--- src/rtl/ddr_fsw_seq.sv ---
// Frequency-switch sequencer: gates clocks, performs a four-phase VCO select
// handshake with the PLL, updates the MSR select and reports busy/done/error.
module ddr_fsw_seq #(
    parameter int CW      = 8,
    parameter int TW      = 10,
    parameter int TIMEOUT = 1023
) (
    input  logic          i_hclk,
    input  logic          i_hreset,
    input  logic          i_sw_req,
    input  logic [1:0]    i_tgt_vco,
    input  logic          i_tgt_msr,
    input  logic [CW-1:0] i_prep_cnt,
    input  logic [CW-1:0] i_post_cnt,
    output logic          o_clk_gate,
    output logic [1:0]    o_vco_sel,
    output logic          o_vco_req,
    input  logic          i_vco_ack,
    output logic          o_msr,
    output logic          o_busy,
    output logic          o_done,
    output logic          o_err,
    output logic [2:0]    o_state
);

    typedef enum logic [2:0] {
        S_IDLE = 3'd0,
        S_PREP = 3'd1,
        S_REQ  = 3'd2,
        S_REL  = 3'd3,
        S_MSR  = 3'd4,
        S_POST = 3'd5,
        S_ERR  = 3'd6
    } state_t;

    localparam logic [TW-1:0] TO_LAST = TW'(TIMEOUT - 1);
    localparam logic [CW-1:0] CNT_ONE = CW'(1);

    state_t        r_state;
    state_t        w_next_state;
    logic [CW-1:0] r_cnt;
    logic [CW-1:0] w_cnt_nxt;
    logic [TW-1:0] r_tcnt;
    logic [TW-1:0] w_tcnt_nxt;
    logic          w_accept;
    logic          r_tgt_msr;
    logic [CW-1:0] r_post_cnt;
    logic          r_clk_gate;
    logic [1:0]    r_vco_sel;
    logic          r_vco_req;
    logic          r_msr;
    logic          r_busy;
    logic          r_done;
    logic          r_err;

    // Next-state and counter logic; counters stop at 1 (settle) or at the timeout limit.
    always_comb begin
        w_next_state = r_state;
        w_cnt_nxt    = r_cnt;
        w_tcnt_nxt   = r_tcnt;
        w_accept     = 1'b0;
        case (r_state)
            S_IDLE: begin
                if (i_sw_req) begin
                    w_accept     = 1'b1;
                    w_next_state = S_PREP;
                    w_cnt_nxt    = (i_prep_cnt == '0) ? CNT_ONE : i_prep_cnt;
                end else begin
                    w_next_state = S_IDLE;
                end
            end
            S_PREP: begin
                if (r_cnt <= CNT_ONE) begin
                    w_next_state = S_REQ;
                    w_tcnt_nxt   = '0;
                end else begin
                    w_cnt_nxt = r_cnt - CNT_ONE;
                end
            end
            S_REQ: begin
                if (i_vco_ack) begin
                    w_next_state = S_REL;
                    w_tcnt_nxt   = '0;
                end else if (r_tcnt >= TO_LAST) begin
                    w_next_state = S_ERR;
                end else begin
                    w_tcnt_nxt = r_tcnt + TW'(1);
                end
            end
            S_REL: begin
                if (!i_vco_ack) begin
                    w_next_state = S_MSR;
                end else if (r_tcnt >= TO_LAST) begin
                    w_next_state = S_ERR;
                end else begin
                    w_tcnt_nxt = r_tcnt + TW'(1);
                end
            end
            S_MSR: begin
                w_next_state = S_POST;
                w_cnt_nxt    = (r_post_cnt == '0) ? CNT_ONE : r_post_cnt;
            end
            S_POST: begin
                if (r_cnt <= CNT_ONE) begin
                    w_next_state = S_IDLE;
                end else begin
                    w_cnt_nxt = r_cnt - CNT_ONE;
                end
            end
            S_ERR: begin
                w_next_state = S_IDLE;
            end
            default: begin
                w_next_state = S_IDLE;
            end
        endcase
    end

    // State, latched targets and registered outputs derived from the next state.
    always_ff @(posedge i_hclk) begin
        if (i_hreset) begin
            r_state    <= S_IDLE;
            r_cnt      <= '0;
            r_tcnt     <= '0;
            r_tgt_msr  <= 1'b0;
            r_post_cnt <= '0;
            r_clk_gate <= 1'b0;
            r_vco_sel  <= 2'd0;
            r_vco_req  <= 1'b0;
            r_msr      <= 1'b0;
            r_busy     <= 1'b0;
            r_done     <= 1'b0;
            r_err      <= 1'b0;
        end else begin
            r_state    <= w_next_state;
            r_cnt      <= w_cnt_nxt;
            r_tcnt     <= w_tcnt_nxt;
            r_busy     <= (w_next_state != S_IDLE);
            r_clk_gate <= (w_next_state != S_IDLE);
            r_vco_req  <= (w_next_state == S_REQ);
            if (w_accept) begin
                r_tgt_msr  <= i_tgt_msr;
                r_post_cnt <= i_post_cnt;
                r_vco_sel  <= i_tgt_vco;
                r_done     <= 1'b0;
                r_err      <= 1'b0;
            end
            if (r_state == S_REL && w_next_state == S_MSR) begin
                r_msr <= r_tgt_msr;
            end
            if (r_state == S_POST && w_next_state == S_IDLE) begin
                r_done <= 1'b1;
            end
            if (w_next_state == S_ERR) begin
                r_err <= 1'b1;
            end
        end
    end

    assign o_clk_gate = r_clk_gate;
    assign o_vco_sel  = r_vco_sel;
    assign o_vco_req  = r_vco_req;
    assign o_msr      = r_msr;
    assign o_busy     = r_busy;
    assign o_done     = r_done;
    assign o_err      = r_err;
    assign o_state    = r_state;

endmodule

--- config.mk ---
export PLATFORM = sky130hd
export DESIGN_NAME = ddr_fsw_seq
export DESIGN_NICKNAME = d
export VERILOG_FILES = /design/src/rtl/ddr_fsw_seq.sv
export SDC_FILE = /design/constraint.sdc
export NUM_CORES = 1
export LEC_CHECK = 0
export ABC_CLOCK_PERIOD_IN_PS = 3900
export BUFFER_PORTS_ARGS = -buffer_cell sky130_fd_sc_hd__buf_4
export CAP_MARGIN = 20
export CORE_MARGIN = 4
export CORE_UTILIZATION = 59
export DETAILED_ROUTE_END_ITERATION = 8
export GPL_TIMING_DRIVEN = 0
export PLACE_DENSITY = 0.85
export SETUP_SLACK_MARGIN = 0.3
export SLEW_MARGIN = 20
export SYNTH_ARGS = -nofsm -noshare
export SYNTH_HDL_FRONTEND = slang
export SYNTH_SLANG_ARGS = --single-unit
--- constraint.sdc ---
create_clock -name i_hclk -period 3.9 [get_ports i_hclk]
set_input_delay 0.78 -clock i_hclk [delete_from_list [all_inputs] [get_ports i_hclk]]
set_output_delay 0.78 -clock i_hclk [all_outputs]
set_load 0.02 [all_outputs]
Word level (Yosys, flattened, before mapping)

Index checks and enable logic that the tools add are counted.

Bits in registers: 37
Latch bits: 0
Memory bits (writable): 0
Bits in read-only memories: 0
Bits of input ports: 23
Output and inout port bits: 11
Logic and storage cells: 63
Memories: 0

Add/subtract/negate cells: 2
$mul: 0
Div/mod/pow operators: 0
Order comparisons: 2
Eq/ne operators: 12
Shift-type cells: 0
Muxes and demuxes: 22
Bitwise operators: 0
Reduce and logical (&&, ||, !) cells: 14

Operators by type and width:

| cell                  | count |
|---|---|
| $mux 10               | 4 |
| $mux 8                | 4 |
| $pmux 10 s3           | 1 |
| $pmux 8 s3            | 1 |
| $pmux 3 s6            | 1 |
| $logic_not 8->1       | 2 |
| $mux 3                | 5 |
| $eq 3x3->1 const B    | 4 |
| $add 10x1->10 const B | 1 |
| $ge 10x10->1 const B  | 1 |
| $eq 3x2->1 const B    | 3 |
| $reduce_bool 3->1     | 3 |
| $le 8x1->1 const B    | 1 |
| $ne 2x2->1 const B    | 4 |
| $sub 8x1->8 const B   | 1 |
| $logic_not 3->1       | 2 |
| $mux 1                | 6 |
| $reduce_and 3->1      | 2 |
| $reduce_bool 2->1     | 2 |
| $eq 3x1->1 const B    | 1 |
| $logic_and 1x1->1     | 2 |
| $reduce_or 2->1       | 1 |

Longest topological paths before layout

Word-level depth: 7
Depth in mapped cells: 8
Mapped depth without buffers: 7

Least setup slack after synthesis

OpenSTA, ideal clock, no wires.

Kind: flip-flop to flip-flop
Start point: register r_cnt[0]
End point: register r_vco_req, in the netlist o_vco_req
Setup time: 0.115 ns
Arrival: 1.838 ns
Data required time: 3.785 ns
Path slack: 1.947 ns
Cell stages (with the launch flop): 8
Buffers on the path: 1
Clock period less this slack: 1.953 ns
Cells stage by stage: dfxtp_1 > inv_1 > ha_1 > or2_2 > buf_2 > a311o_2 > o21a_1 > and3_1

Longest elaborated chain between the ends: 4
Elaborated cells between the ends (all ways): 5
Those cells by class: order compare: 1; eq/ne: 1; mux: 3

Ends and longest elaborated chain:

| what                      | RTL line | source |
|---|---|---|
| start: declaration        | 41       | `logic [CW-1:0] r_cnt;` |
| start signal: assignment  | 136      | `r_cnt <= w_cnt_nxt;` |
| $le 8x1->1 *              | 73, 104  |  |
| $mux 3 (on tied branches) | 104, 73  |  |
| $pmux 3 s6 *              | 62       | `case (r_state)` |
| $eq 3x2->1 *              | 140      | `r_vco_req <= (w_next_state == S_REQ);` |
| end signal: assignment    | 140      |  |
| end: declaration          | 50       | `logic r_vco_req;` |

Mark *: on every way between the ends. The rest lies on a longest branch, timed or not.
A chain may end at the register's enable or synchronous reset.

Worst setup path in the final report

Start point: register r_cnt[0]
End point: register r_cnt[2]

Longest elaborated chain between the ends: 3
Elaborated cells between the ends (all ways): 6
Those cells by class: add/sub: 1; order compare: 1; eq/ne: 1; mux: 2; reduce/logical: 1

Ends and longest elaborated chain:

| what |
|---|
| $sub 8x1->8 / $le 8x1->1 (equally long branches) |
| $mux 8 / $ne 2x2->1 (equally long branches) |
| $pmux 8 s3 / $reduce_and 3->1 (equally long branches) |

Several ways; a longest one is shown, not always the timed one. The select of a mux whose other input is x is not followed.

==> summary by stage <==
Layout
The number of nets in the layout is 301. Relative to the synthesized area, the layout overhead comes to 18.75%. Of the cells placed in the final design, the portion with a size suffix greater than 1 is 0.2073. The library cell used most frequently in the layout, excluding fill and tap cells, is nand2_1. The number of diodes added for antenna fixing is 0. The top cell types in the final layout, fill and taps aside, are nand2_1 (39), dfxtp_1 (37), buf_4 (34).

Synthesis
The share of the Yosys chip area taken by registers is 0.3882. The XOR/XNOR share of the synthesized area is 0.03213. The dominant register cell in the synthesized netlist is dfxtp_1. The netlist uses 48 different library cells. Yosys mapped a number of flops with a built-in enable equal to 0. The fraction of registers with async set/reset is 0. The adder and majority cell fraction of the synthesized area is 0.02623. In this run the cell area of the synthesized design comes to 1908 um2. The net count of the mapped netlist is 261. After synthesis, the share of cell area in mux cells is 0.005246. The per-instance average area after synthesis is 8.154 um2. The count of warnings emitted by yosys is 0. The cell count after synthesis came out at 234. The number of flip-flops and latches in the synthesized netlist is 37.

Of the total synthesized cell area, the portion taken by AND, OR, NAND and NOR gates is 0.2734. The compound-gate portion of the synthesized area is 0.2341. The largest family of logic cells by synthesized area is simple AND/OR/NAND/NOR gates.

Setup path
Data on the critical path is required at its endpoint by 4.13 ns. The worst setup path is captured at a flip-flop. The category of the critical setup timing path is reg2reg. The startpoint class of the critical path is a flip-flop. The worst endpoint data arrival time is 2.49 ns. Along the worst path, the maximum fanout reaches 9.

CTS
The maximum level of the CTS H-tree is 2. The buffers inserted during post-CTS setup optimization is 0. In this run, CTS created clock tree buffers numbering 5.

The cell at the root of the clock tree is clkbuf_4. The post-CTS clock slew at the launch and capture registers of the worst setup and hold paths is 0.11 ns. The largest buffer count on any clock path is 2. The number of clock sinks is 37. The later pin in the worst-skew pair is clocked with a latency of 0.35 ns.

The clock tree from TritonCTS is done. The post-cts repair resize count is 0. The number of buffers added to fix hold violations after cts is 0.

STA
Setup violations remaining at the end of the flow were counted as 0. For the pin with the worst max-slew slack, the measured transition is 0.7157 ns. The normalized max-slew margin is 0.5192.

Setup repair after global routing left no endpoint under its margin. Of the available clock period, the critical path in the final layout requires 0.5787. The clock arrives with 0.007111 ns of skew.

The count of final max-slew check failures was 0. The final-report hold violation count is 0. The least setup slack across all paths after layout is 1.643 ns. The achievable frequency is 443.1 MHz. The time the final worst path needs with I/O delays and setup is 2.257 ns. The total negative setup slack is 0 ns.

Place
Buffers placed on the I/O ports in this run total 33. Prior to clock tree synthesis, the placed netlist has a worst setup slack of 1.734 ns. The HPWL reported at the end of detailed placement is 3269 um. At the end of routability-driven placement, the weighted congestion stood at 0.9106.

Detailed routing
The average routed wire per standard cell is 13.66 um. Before antenna repair, the detailed router went through 4 iterations. After detailed routing, the number of vias per cell comes to 5.715.

The final layout contains routed wiring with a total length of 4357 um. After the first detailed-routing iteration, the DRC count stood at 153. The count of nets left with antenna violations once routing finished came out at 0.

After detailed routing, the number of remaining DRC violations is 0. The total number of vias is 1823.

Global route
The number of global-route vias before repair is 1636. For this run the aggregate overflow at the end of global routing stands at 0. The initial antenna violation count is 0.

The first global-routing pass estimated 7479 um of wire. Entering global routing, the biggest net connects 13 pins. In the global route stage, overall resource usage came out at 0.2277.

Flow run
The max-capacitance violation count is 0.

Floorplanning
In this run the core area contains 20 standard-cell rows. The chip height is 64.87 um. The initial core utilization is 0.6199.

The floorplan step defined a die boundary enclosing 4208 um2. The overall die width is 64.87 um. The total I/O pin count is 34. The core region area is 3078 um2.

Status
The run finished with clean final reports.

Worst hold path
The class of the most critical hold timing path is reg2reg.

Pwr
The leakage power is 0.0008594 uW. The highest ir drop seen on vdd is 0.3345 mV. The ratio of total power to cell area is 629.2 nW/um2.
-- final timing paths --
check | startpoint | end | slack [ns] | cells past startpoint
hold / removal | r_tgt_msr | r_tgt_msr | 0.46 | 2
setup / recovery | r_cnt[0] | r_cnt[2] | 1.64 | 8
setup reg to reg | r_cnt[0] | r_cnt[2] | 1.64 | 8
hold reg to reg | r_tgt_msr | r_tgt_msr | 0.46 | 2
-- cells by family (layout without fill, tap and decap cells) --
logic type,after synthesis,after routing
mux,1,1
simple gates,100,100
compound gates,67,67
flops,37,37
xor+xnor,7,7
buf+inv,18,59
fa+ha+maj,4,4
-- state kept, by name, summed over array words and instances, names as in the netlist --
register    cells
r_tcnt         10
o_state         3
o_busy          1
r_tgt_msr       1
o_vco_sel       2
o_msr           1
r_post_cnt      8
o_vco_req       1
o_err           1
r_cnt           8
o_done          1
-- synth_stat cells (all sizes together) (3+ instances only) --
| library cell | instances | area [um2] |
|---|---|---|
| nand4 | 3 | 33.78 |
| a21oi | 23 | 115.1 |
| nor4 | 3 | 18.77 |
| nor3 | 7 | 46.30 |
| dfxtp | 37 | 740.7 |
| clkbuf | 5 | 18.77 |
| nor2 | 22 | 82.58 |
| nor2b | 3 | 18.77 |
| a31oi | 3 | 18.77 |
| xnor2 | 7 | 61.31 |
| nand2 | 39 | 146.4 |
| buf | 6 | 32.53 |
| ha | 4 | 50.05 |
| nand2b | 3 | 18.77 |
| a22oi | 3 | 22.52 |
| nor3b | 3 | 32.53 |
| nand3 | 4 | 20.02 |
| o21ai | 15 | 75.07 |
| a211oi | 7 | 57.55 |
| inv | 7 | 26.28 |
-- critical path, stage by stage (launching register included) --
cell and delay [ns]:
dfxtp_1 0.42, inv_1 0.08, ha_1 0.28, or2_2 0.31
buf_2 0.17, a311oi_4 0.48, o21ai_0 0.18, a2bb2oi_1 0.17
nor2_1 0.05
-- through the flow --
step / std cells / cell area [um2] / hold WS (ns) / power, uW / util
finish: 319 / 2266 / 0.4624 / 1426 / 0.7362
global route: 319 / 2266 / 0.4987 / 1544 / 0.7362
CTS: 319 / 2266 / 0.4674 / 1429 / 0.7362
detailed placement: 311 / 2211 / 0.4507 / 1229 / 0.7183
global placement: 311 / 2211 / 0.4444 / 1213 / 0.7183
floorplan: 234 / 1908 / 0.4332 / 1050 / -
-- power by group --
group	leakage, uW	switching (uW)	internal (uW)
Sequential	0.000302	81.4	455
Clock	0.0000310	130	67.9
Combinational	0.000526	412	280
-- routing by layer --
metal / part of all wire / routed length (um) / vias to the layer above / track usage
met4: 0.018 / 77 / 0 / 0.08707
met1: 0.48 / 2082 / 833 / 0.3266
met3: 0.068 / 296 / 8 / 0.05546
li1: - / - / 920 / -
met2: 0.44 / 1901 / 62 / 0.3257
met5: 0 / 0 / - / 0
-- layout make-up --
cell class / count / area [um2]
plain buffers: 11 / 51.30
multi-input cells: 179 / 1090
flip-flops and latches: 37 / 740.7
clock inverters: 3 / 17.52
clock buffers: 5 / 37.54
fillers: 257 / 812.0
repair buffers: 33 / 247.7
inverters: 7 / 26.28
well taps: 44 / 55.05
Power figures use the tool's default switching activity.
